**src/rtl/zero_count_seq_pkg.sv**
```systemverilog
// rtl/zero_count_seq_pkg.sv - shared types and sizing helpers for the sequential zero counter
//
// Package zero_count_pkg:
//   zc_mode_e      : ZC_CLZ (count from MSB) / ZC_CTZ (count from LSB)
//   zc_state_e     : controller states IDLE / SCAN / DONE
//   zc_count_width : bits needed to hold a count of 0..xlen
package zero_count_pkg;

  typedef enum logic {
    ZC_CLZ = 1'b0,
    ZC_CTZ = 1'b1
  } zc_mode_e;

  typedef enum logic [1:0] {
    IDLE = 2'd0,
    SCAN = 2'd1,
    DONE = 2'd2
  } zc_state_e;

  function automatic int zc_count_width(input int xlen);
    return $clog2(xlen + 1);
  endfunction

endpackage

```
**src/rtl/zero_count_seq_if.sv**
```systemverilog
// rtl/zero_count_seq_if.sv - request/response channel bundle for the sequential zero counter
//
// Parameter XLEN: operand width.
// Signals:
//   req_valid_i / req_ready_o : request handshake
//   req_data_i, req_mode_i    : operand and mode (0 = clz, 1 = ctz)
//   resp_valid_o / resp_ready_i : response handshake
//   resp_count_o, resp_zero_o : zero count (0..XLEN) and all-zero flag
// Modports: master drives requests and takes responses, slave is the unit.
interface zero_count_seq_if #(
  parameter int XLEN = 32
);
  import zero_count_pkg::*;

  localparam int CW = zc_count_width(XLEN);

  logic            req_valid_i;
  logic            req_ready_o;
  logic [XLEN-1:0] req_data_i;
  logic            req_mode_i;
  logic            resp_valid_o;
  logic            resp_ready_i;
  logic [CW-1:0]   resp_count_o;
  logic            resp_zero_o;

  modport master (
    output req_valid_i, req_data_i, req_mode_i, resp_ready_i,
    input  req_ready_o, resp_valid_o, resp_count_o, resp_zero_o
  );

  modport slave (
    input  req_valid_i, req_data_i, req_mode_i, resp_ready_i,
    output req_ready_o, resp_valid_o, resp_count_o, resp_zero_o
  );

endinterface

```
**src/rtl/zero_count_seq_slice.sv**
```systemverilog
// rtl/zero_count_seq_slice.sv - combinational SLICE-bit trailing-zero counter cell
//
// Module zero_count_slice.
// Ports:
//   data    : slice presented LSB-first
//   count   : number of zeros below the lowest set bit (don't-care when data == 0)
//   nonzero : slice contains at least one set bit
module zero_count_slice #(
  parameter int SLICE = 8,
  localparam int SW = $clog2(SLICE)
) (
  input  logic [SLICE-1:0] data,
  output logic [SW-1:0]    count,
  output logic             nonzero
);

  // Scan MSB to LSB so the last hit, i.e. the lowest set bit, wins.
  always_comb begin
    count = '0;
    for (int i = SLICE - 1; i >= 0; i--) begin
      if (data[i]) count = SW'(i);
    end
  end

  assign nonzero = |data;

endmodule

```
**src/rtl/zero_count_seq.sv**
```systemverilog
// rtl/zero_count_seq.sv - multi-cycle clz/ctz unit scanning one slice per cycle
//
// Ports:
//   clk_i   : clock, rising edge
//   rst_i   : asynchronous active-high reset
//   flush_i : synchronous abort, returns to IDLE and drops any result
//   bus     : zero_count_seq_if.slave request/response channel
// Parameters: XLEN (multiple of SLICE), SLICE (power of two, >= 2).
// Build option ZERO_COUNT_SEQ_ZERO_SKIP_EN: an all-zero operand is resolved
// at acceptance and goes straight to DONE instead of scanning every slice.
module zero_count_seq
  import zero_count_pkg::*;
#(
  parameter int XLEN  = 32,
  parameter int SLICE = 8
) (
  input  logic            clk_i,
  input  logic            rst_i,
  input  logic            flush_i,
  zero_count_seq_if.slave bus
);

  localparam int N  = XLEN / SLICE;
  localparam int KW = (N > 1) ? $clog2(N) : 1;
  localparam int SW = $clog2(SLICE);
  localparam int CW = zc_count_width(XLEN);

  zc_state_e               state_q, state_d;
  logic [KW-1:0]           k_q, k_d, k_sel;
  logic [N-1:0][SLICE-1:0] op_q, op_d;
  zc_mode_e                mode_q, mode_d;
  logic [CW-1:0]           count_q, count_d;
  logic                    zero_q, zero_d;
  logic [SLICE-1:0]        slice_raw, slice_lsb;
  logic [SW-1:0]           in_cnt;
  logic                    slice_nz;

  // clz walks slices from the top and bit-reverses each one so the shared
  // cell always counts from its LSB.
  always_comb begin
    k_sel     = (mode_q == ZC_CLZ) ? KW'(N - 1) - k_q : k_q;
    slice_raw = op_q[k_sel];
    slice_lsb = '0;
    for (int j = 0; j < SLICE; j++) begin
      slice_lsb[j] = (mode_q == ZC_CLZ) ? slice_raw[SLICE-1-j] : slice_raw[j];
    end
  end

  zero_count_slice #(.SLICE(SLICE)) u_slice (
    .data    (slice_lsb),
    .count   (in_cnt),
    .nonzero (slice_nz)
  );

  always_comb begin
    state_d = state_q;
    k_d     = k_q;
    op_d    = op_q;
    mode_d  = mode_q;
    count_d = count_q;
    zero_d  = zero_q;
    if (flush_i) begin
      state_d = IDLE;
      k_d     = '0;
      count_d = '0;
      zero_d  = 1'b0;
    end else begin
      case (state_q)
        IDLE: begin
          if (bus.req_valid_i) begin
            op_d    = bus.req_data_i;
            mode_d  = zc_mode_e'(bus.req_mode_i);
            k_d     = '0;
            state_d = SCAN;
`ifdef ZERO_COUNT_SEQ_ZERO_SKIP_EN
            if (bus.req_data_i == '0) begin
              state_d = DONE;
              count_d = CW'(XLEN);
              zero_d  = 1'b1;
            end
`endif
          end
        end
        SCAN: begin
          if (slice_nz) begin
            count_d = CW'(int'(k_q) * SLICE + int'(in_cnt));
            zero_d  = 1'b0;
            state_d = DONE;
          end else if (int'(k_q) == N - 1) begin
            count_d = CW'(XLEN);
            zero_d  = 1'b1;
            state_d = DONE;
          end else begin
            k_d = k_q + 1'b1;
          end
        end
        DONE: begin
          if (bus.resp_ready_i) state_d = IDLE;
        end
        default: state_d = IDLE;
      endcase
    end
  end

  always_ff @(posedge clk_i or posedge rst_i) begin
    if (rst_i) begin
      state_q <= IDLE;
      k_q     <= '0;
      op_q    <= '0;
      mode_q  <= ZC_CLZ;
      count_q <= '0;
      zero_q  <= 1'b0;
    end else begin
      state_q <= state_d;
      k_q     <= k_d;
      op_q    <= op_d;
      mode_q  <= mode_d;
      count_q <= count_d;
      zero_q  <= zero_d;
    end
  end

  assign bus.req_ready_o  = (state_q == IDLE);
  assign bus.resp_valid_o = (state_q == DONE);
  assign bus.resp_count_o = count_q;
  assign bus.resp_zero_o  = zero_q;

endmodule

```
**src/flat_wrapper.sv**
```systemverilog
// flat-port wrapper written by rule: the top's interface ports become plain ports
module zero_count_seq_flat import zero_count_pkg::*;
#(
  parameter int XLEN  = 32,
  parameter int SLICE = 8
)
  (clk_i, rst_i, flush_i, bus_req_valid_i, bus_req_data_i, bus_req_mode_i, bus_resp_ready_i, bus_req_ready_o, bus_resp_valid_o, bus_resp_count_o, bus_resp_zero_o);
  zero_count_seq_if #(.XLEN(XLEN)) bus_i ();
  input  logic clk_i;
  input  logic rst_i;
  input  logic flush_i;
  input wire logic [$bits(bus_i.req_valid_i)-1:0] bus_req_valid_i;
  input wire logic [$bits(bus_i.req_data_i)-1:0] bus_req_data_i;
  input wire logic [$bits(bus_i.req_mode_i)-1:0] bus_req_mode_i;
  input wire logic [$bits(bus_i.resp_ready_i)-1:0] bus_resp_ready_i;
  output wire logic [$bits(bus_i.req_ready_o)-1:0] bus_req_ready_o;
  output wire logic [$bits(bus_i.resp_valid_o)-1:0] bus_resp_valid_o;
  output wire logic [$bits(bus_i.resp_count_o)-1:0] bus_resp_count_o;
  output wire logic [$bits(bus_i.resp_zero_o)-1:0] bus_resp_zero_o;
  assign bus_i.req_valid_i = bus_req_valid_i;
  assign bus_i.req_data_i = bus_req_data_i;
  assign bus_i.req_mode_i = bus_req_mode_i;
  assign bus_i.resp_ready_i = bus_resp_ready_i;
  assign bus_req_ready_o = bus_i.req_ready_o;
  assign bus_resp_valid_o = bus_i.resp_valid_o;
  assign bus_resp_count_o = bus_i.resp_count_o;
  assign bus_resp_zero_o = bus_i.resp_zero_o;
  zero_count_seq #(.XLEN(XLEN), .SLICE(SLICE)) u_core (.clk_i(clk_i), .rst_i(rst_i), .flush_i(flush_i), .bus(bus_i));
endmodule
```
**config.mk**
```make
export PLATFORM = sky130hd
export DESIGN_NAME = zero_count_seq_flat
export DESIGN_NICKNAME = d
export VERILOG_FILES = /design/src/rtl/zero_count_seq_pkg.sv /design/src/rtl/zero_count_seq_if.sv /design/src/rtl/zero_count_seq_slice.sv /design/src/rtl/zero_count_seq.sv /design/src/flat_wrapper.sv
export SDC_FILE = /design/constraint.sdc
export NUM_CORES = 1
export LEC_CHECK = 0
export CAP_MARGIN = 20
export CORE_MARGIN = 10
export CORE_UTILIZATION = 65
export CTS_BUF_LIST = sky130_fd_sc_hd__clkbuf_8
export CTS_CLUSTER_DIAMETER = 150
export CTS_CLUSTER_SIZE = 16
export DETAILED_ROUTE_END_ITERATION = 8
export DONT_BUFFER_PORTS = 1
export GPL_TIMING_DRIVEN = 0
export PLACE_DENSITY = 0.81
export SYNTH_ARGS = -nofsm -noshare
export SYNTH_HDL_FRONTEND = slang
export SYNTH_SLANG_ARGS = --single-unit
export TNS_END_PERCENT = 30
```
**constraint.sdc**
```tcl
create_clock -name clk_i -period 6.2 [get_ports clk_i]
set_input_delay 0.62 -clock clk_i [delete_from_list [all_inputs] [get_ports clk_i]]
set_output_delay 0.62 -clock clk_i [all_outputs]
set_load 0.1 [all_outputs]
```
==> metrics.txt, run 1 <==
Buf+Inv Stages, Crit Path=2; die width=80.0 um; worst setup path endpoint=u_core.bus.resp_count_o[4]$_DFFE_PP0P_; reg2reg setup slack=3.31 ns; GRT Util Overall=0.173; Top Family by Delay on Critical Path=simple AND/OR/NAND/NOR gates; NumNets Final=215; FMAX=345 MHz; total gr overflow=0; clk_skew=0.00301 ns; Crit-path slowest cell=nor4_1; Synth Instances=165; max incr delay on CP=0.57 ns; placed insts=215; initial antenna violation count=0; clock sinks=43; Chip Height=80.0 um; Final Cell Area=0.00258 mm^2; Slew headroom=0.381; Layout Area Growth over Synthesis=10.2%; final worst path period share=0.467; MaxCap Viol Count=0; post-detail-place hpwl=3.86 mm; RD Place Congestion=0.884; worst-margin pin slew=0.929 ns; clock tree buffer depth=2; Vias=1529; vias per cell=6.86; CP max FO=10; number of remaining DRC errors=0; mapped cell area=0.00234 mm^2; peak supply drop=210 uV; WL final=5.27 mm; Crit Path Class=reg -> reg; DRT iter0 DRCs=170; antenna cells=0; Critical Path RT=6.39 ns; Clock Latency Late Sink=0.30 ns; Detailed Routing Iterations Pass 1=4; Pins Over Slew Limit=0; Clock Tree Root=clkbuf_8; origin of the critical flop-to-flop path=u_core.mode_q$_DFFE_PP0P_; PostCTS Resize Cnt=0; post-synthesis average cell area=14.2 um^2; Worst Setup SP=u_core.mode_q$_DFFE_PP0P_; core outline area=0.00342 mm^2; PortBufs=0; Layout Cells excl Fill=223; Tmin final=2.89 ns; per-cell routed wire length=23.6 um; TritonCTS clock tree=yes; largest net degree at the start of global routing=44; Worst EP arrival=3.09 ns; layout cells sized above 1=0.390; Pleak=1.03 nW; syn nets=204; RSZ-0062 raised after global routing=false; Seq/Total Area, Yosys=0.460; Post-DRT Antenna Nets=0; Worst R2R End=u_core.bus.resp_count_o[4]$_DFFE_PP0P_; initial core utilization=0.685; Die ar.=0.00640 mm^2; Yosys cell types=38; YS warnings=0; final hold vios=0; CTS Hold Bufs=0; postcts setup bufs=0; global-route wire length before repair=8.58 mm; row cnt=21; outcome=finished, final reports clean; number of synthesized register bits=43; TNS Setup=0 ns; vias in the first global route=1675; Setup violations, final=0; Hold Crit Class=in -> async; Top-Level Pins=47; Startpoint Class=flip-flop; Levels on crit path=7; R2R depth=7; CP Cell Sequence=buf_2 > clkbuf_1 > mux4_1 > mux2_2 > nor4_1 > nand2_1 > a32o_1; Max H-tree Level=2; Placed Instance Area=0.00247 mm^2; total power=0.818 mW; clk slew on worst S/H paths=0.08 ns; Inserted Clock Buffers=5; Power Density=317 mW/mm^2; FILL cells=219; Core Util, Final=0.755; Worst Setup End Kind=flip-flop
[worst min path at each step]
stage | endpoint | slack, ns
3_5_place_dp | u_core.op_q[5]$_DFFE_PP0P_ | 0.51
6_report | u_core.bus.resp_count_o[3]$_DFFE_PP0P_ | 0.38
2_1_floorplan | u_core.op_q[19]$_DFFE_PP0P_ | 0.49
3_3_place_gp | u_core.op_q[19]$_DFFE_PP0P_ | 0.50
5_1_grt | u_core.op_q[25]$_DFFE_PP0P_ | 0.44
4_1_cts | u_core.op_q[31]$_DFFE_PP0P_ | 0.41
[power by group]
group	internal, mW	switching [mW]
clock network	0.120	0.101
logic	0.120	0.0986
registers	0.331	0.0480
total	0.571	0.247
[cells in the final DEF (no fill, tap or decap), drive strengths merged, types with 3 or more instances in the layout]
cell type / n
dfrtp: 43
buf: 11
nand2b: 3
nor2b: 4
mux2i: 4
inv: 3
nor2: 5
a32o: 3
and3: 4
mux4: 16
mux2: 39
clkbuf: 9
o21ai: 4
[area by class of cell]
class	count	area (um^2)	area share
Clock buffer	5	68.8	0.0267
Buffer	11	55.1	0.0213
Clock inverter	3	43.8	0.0170
Inverter	3	11.3	0.00437
Tap cell	46	57.6	0.0223
Multi-Input combinational cell	108	1200	0.467
Sequential cell	43	1080	0.417
Timing Repair Buffer	4	62.6	0.0243
[cell families after synthesis]
kind of cell | Yosys count | share of synthesized area
AND/OR/NAND/NOR | 28 | 0.0711
multiplexers | 59 | 0.367
AO/OA/AOI/OAI | 20 | 0.0690
adder cells (fa/ha/maj) | 1 | 0.00534
buffers and inverters | 14 | 0.0283
flip-flops | 43 | 0.460
[synthesized netlist by cell type (all sizes together)]
library cell  instances  area share
and2                  2      0.0053
nand3                 1      0.0021
nand2b                3      0.0080
clkbuf                4      0.0064
o21bai                1      0.0032
and4b                 1      0.0043
o31ai                 1      0.0091
a31o                  1      0.0037
a21oi                 2      0.0043
nor4                  2      0.0053
buf                   7       0.017
o211ai                1      0.0032
inv                   3      0.0048
nor2                  5      0.0080
a41o                  1      0.0043
o311ai                1      0.0037
or4                   1      0.0048
nor3                  1      0.0021
nand2                 2      0.0032
nand4b                1      0.0037
a221oi                1      0.0037
nand4                 1      0.0027
nor2b                 4       0.011
a31oi                 2      0.0053
mux2i                 4       0.017
ha                    1      0.0053
o2bb2ai               1      0.0037
and3                  4       0.011
a32o                  3       0.013
mux2                 39        0.19
o21ai                 4      0.0086
dfrtp                43        0.46
a211oi                1      0.0032
mux4                 16        0.16
[metrics by stage]
step	hold WS, ns	setup slack, ns
after CTS	0.407	3.33
after global routing	0.438	3.11
after detailed placement	0.509	3.35
after global placement	0.498	2.75
after floorplan	0.489	3.13
final	0.381	3.31
[layer usage]
layer	wire, um	vias up	track usage
met5	0	-	0
met4	100	0	0.0511
met3	466	17	0.0709
met2	2730	73	0.292
met1	1970	775	0.196
li1	-	664	-
[sequential cells by signal (all words and copies together), names as in the netlist]
signal                   flops
u_core.op_q                 32
u_core.bus.resp_count_o      6
u_core.k_q                   2
u_core.state_q               2
u_core.mode_q                1
Note: power is estimated with default switching activity, not from simulation.
==> inputs of run 2 (changes only) <==
==> constraint.sdc (replaced) <==
create_clock -name clk_i -period 3.02 [get_ports clk_i]
set_input_delay 0.302 -clock clk_i [delete_from_list [all_inputs] [get_ports clk_i]]
set_output_delay 0.302 -clock clk_i [all_outputs]
set_load 0.1 [all_outputs]
==> run 2 against run 1 <==
Effect of this change: critical path type unchanged; global-route usage is 0.68 points lower; sequential power is 110% higher; cell area is 1.9% lower; largest power group unchanged; clock skew is 0.0060 ns higher; via count is 1.6% lower; register-to-register slack worse by 3.2 ns; final cell count is 1.3% lower; sequential cell count stayed put; wire length is 3.8% lower; count of clock-buffer cells in the layout stayed put; critical path depth stayed put.
==> metrics.txt, run 2 (synthesized netlist as in run 1, its figures left out) <==
outcome=finished, final reports clean (unchanged); Vias=1504 (was 1529); initial antenna violation count=0 (unchanged); Power Density=619 mW/mm^2 (was 317 mW/mm^2); number of remaining DRC errors=0 (unchanged); Layout Area Growth over Synthesis=8.02% (was 10.2%); Clock Latency Late Sink=0.30 ns (about the same); die width=80.0 um (unchanged); Tmin final=2.89 ns (about the same); largest reg by FF count=u_core.op_q (unchanged); clk slew on worst S/H paths=0.08 ns (about the same); per-cell routed wire length=23.0 um (was 23.6 um); layout cells sized above 1=0.391 (was 0.390); WL final=5.07 mm (was 5.27 mm); Critical Path RT=3.18 ns (was 6.39 ns); Pleak=1.00 nW (was 1.03 nW); peak supply drop=410 uV (was 210 uV); DRT iter0 DRCs=159 (was 170); Slew headroom=0.378 (was 0.381); Post-DRT Antenna Nets=0 (unchanged); global-route wire length before repair=8.07 mm (was 8.58 mm); PortBufs=0 (unchanged); total power=1.57 mW (was 0.818 mW); clk_skew=0.00898 ns (was 0.00301 ns); routing usage on met2=0.273 (was 0.292); Clock Tree Root=clkbuf_8 (unchanged); NumNets Final=213 (was 215); Most Used Layer, Global Route=met2 (unchanged); Detailed Routing Iterations Pass 1=4 (unchanged); Worst Setup End Kind=flip-flop (unchanged); Hold Crit Class=in -> async (unchanged); FMAX=346 MHz (was 345 MHz); vias in the first global route=1590 (was 1675); Top-Level Pins=47 (unchanged); commonest non-fill, non-tap cells in the layout=43 x dfrtp_1, 39 x mux2_2, 11 x mux4_2 (unchanged); Die ar.=0.00640 mm^2 (unchanged); clock tree buffer depth=2 (unchanged); Worst EP arrival=3.05 ns (was 3.09 ns); GRT Util Overall=0.166 (was 0.173); Startpoint Class=flip-flop (unchanged); worst-margin pin slew=0.933 ns (was 0.929 ns); largest net degree at the start of global routing=44 (unchanged); Chip Height=80.0 um (unchanged); MaxCap Viol Count=0 (unchanged); TritonCTS clock tree=yes (unchanged); Setup violations, final=0 (unchanged); RD Place Congestion=0.883 (was 0.884); final worst path period share=0.958 (was 0.467); core outline area=0.00342 mm^2 (unchanged); clock sinks=43 (unchanged); Core Util, Final=0.740 (was 0.755); GR Util met1=0.184 (was 0.196); RSZ-0062 raised after global routing=true (was false); grt met3 use=0.0698 (was 0.0709); vias per cell=6.84 (was 6.86); CP max FO=10 (unchanged); antenna cells=0 (unchanged); final hold vios=0 (unchanged); Pins Over Slew Limit=0 (unchanged); CTS Hold Bufs=0 (unchanged); commonest non-fill, non-tap cell in the layout=dfrtp_1 (unchanged); TNS Setup=0 ns (unchanged); post-detail-place hpwl=3.83 mm (was 3.86 mm); total gr overflow=0 (unchanged); Inserted Clock Buffers=5 (unchanged); max reg flops=32 (unchanged); row cnt=21 (unchanged); Crit Path Class=reg -> reg (unchanged); initial core utilization=0.685 (unchanged); Max H-tree Level=2 (unchanged)
-- run 2: power breakdown --
part | switching [mW] | internal, mW | total [mW]
clock network | 0.188 | 0.158 | 0.346
logic | 0.203 | 0.240 | 0.443
registers | 0.0984 | 0.679 | 0.778
-- run 2: worst max-delay path, cell delays in order, from the launching register on --
cell and delay (ns):
dfrtp_1 0.33, buf_2 0.24, clkbuf_1 0.47, mux4_1 0.39, mux2_2 0.32, or4_4 0.53, o311ai_0 0.32, a31oi_1 0.15
-- run 2: layer usage --
metal	part of all wire	wire length, um
met4	0.019	95
met1	0.38	1920
met2	0.52	2620
met5	0	0
met3	0.083	423
-- run 2: final timing paths --
path,endpoint,slack [ns],depth (start not counted),startpoint
max,u_core.k_q[0]$_DFFE_PP0P_,0.13,7,u_core.mode_q$_DFFE_PP0P_
min,u_core.op_q[7]$_DFFE_PP0P_,0.06,1,rst_i
max reg2reg,u_core.k_q[0]$_DFFE_PP0P_,0.13,7,u_core.mode_q$_DFFE_PP0P_
min reg2reg,u_core.op_q[2]$_DFFE_PP0P_,0.53,1,u_core.op_q[2]$_DFFE_PP0P_
max in group asynchronous,u_core.bus.resp_count_o[3]$_DFFE_PP0P_,2.42,1,rst_i
min in group clk_i,u_core.op_q[15]$_DFFE_PP0P_,0.15,1,bus_req_data_i[15]
-- run 2: final cells by class --
type | instances | area, um^2
multi-input combinational | 108 | 1210
timing repair buffer | 2 | 31.3
tap | 46 | 57.6
fill | 237 | 887
inverter | 3 | 11.3
clock buffer | 5 | 68.8
sequential | 43 | 1080
buffer | 11 | 55.1
clock inverter | 2 | 13.8
-- run 2: per-stage QoR --
step	hold WS [ns]	cell area (um^2)	worst slack, ns	cells
floorplan	0.454	2340	0.449	165
global placement	0.454	2400	0.0869	211
detailed placement	0.408	2430	0.00314	213
CTS	0.0834	2520	0.0825	220
global route	0.113	2530	-0.0347	220
finish	0.0585	2530	0.127	220
-- run 2: timing repair --
item,in CTS,in global routing
resized for setup,1,1
buffers inserted,0,0
endpoints found under the setup margin,1,4
hold endpoints to repair,0,0
cloned,0,0
==> inputs of run 3 (changes only) <==
--- a/config.mk
+++ b/config.mk
@@ -14,6 +14,7 @@
 export DETAILED_ROUTE_END_ITERATION = 8
 export DONT_BUFFER_PORTS = 1
 export GPL_TIMING_DRIVEN = 0
+export HOLD_SLACK_MARGIN = 0.08
 export PLACE_DENSITY = 0.81
 export SYNTH_ARGS = -nofsm -noshare
 export SYNTH_HDL_FRONTEND = slang
==> results of run 3 <==
No change in the layout: final DEF, timing and power equal those of run 2.
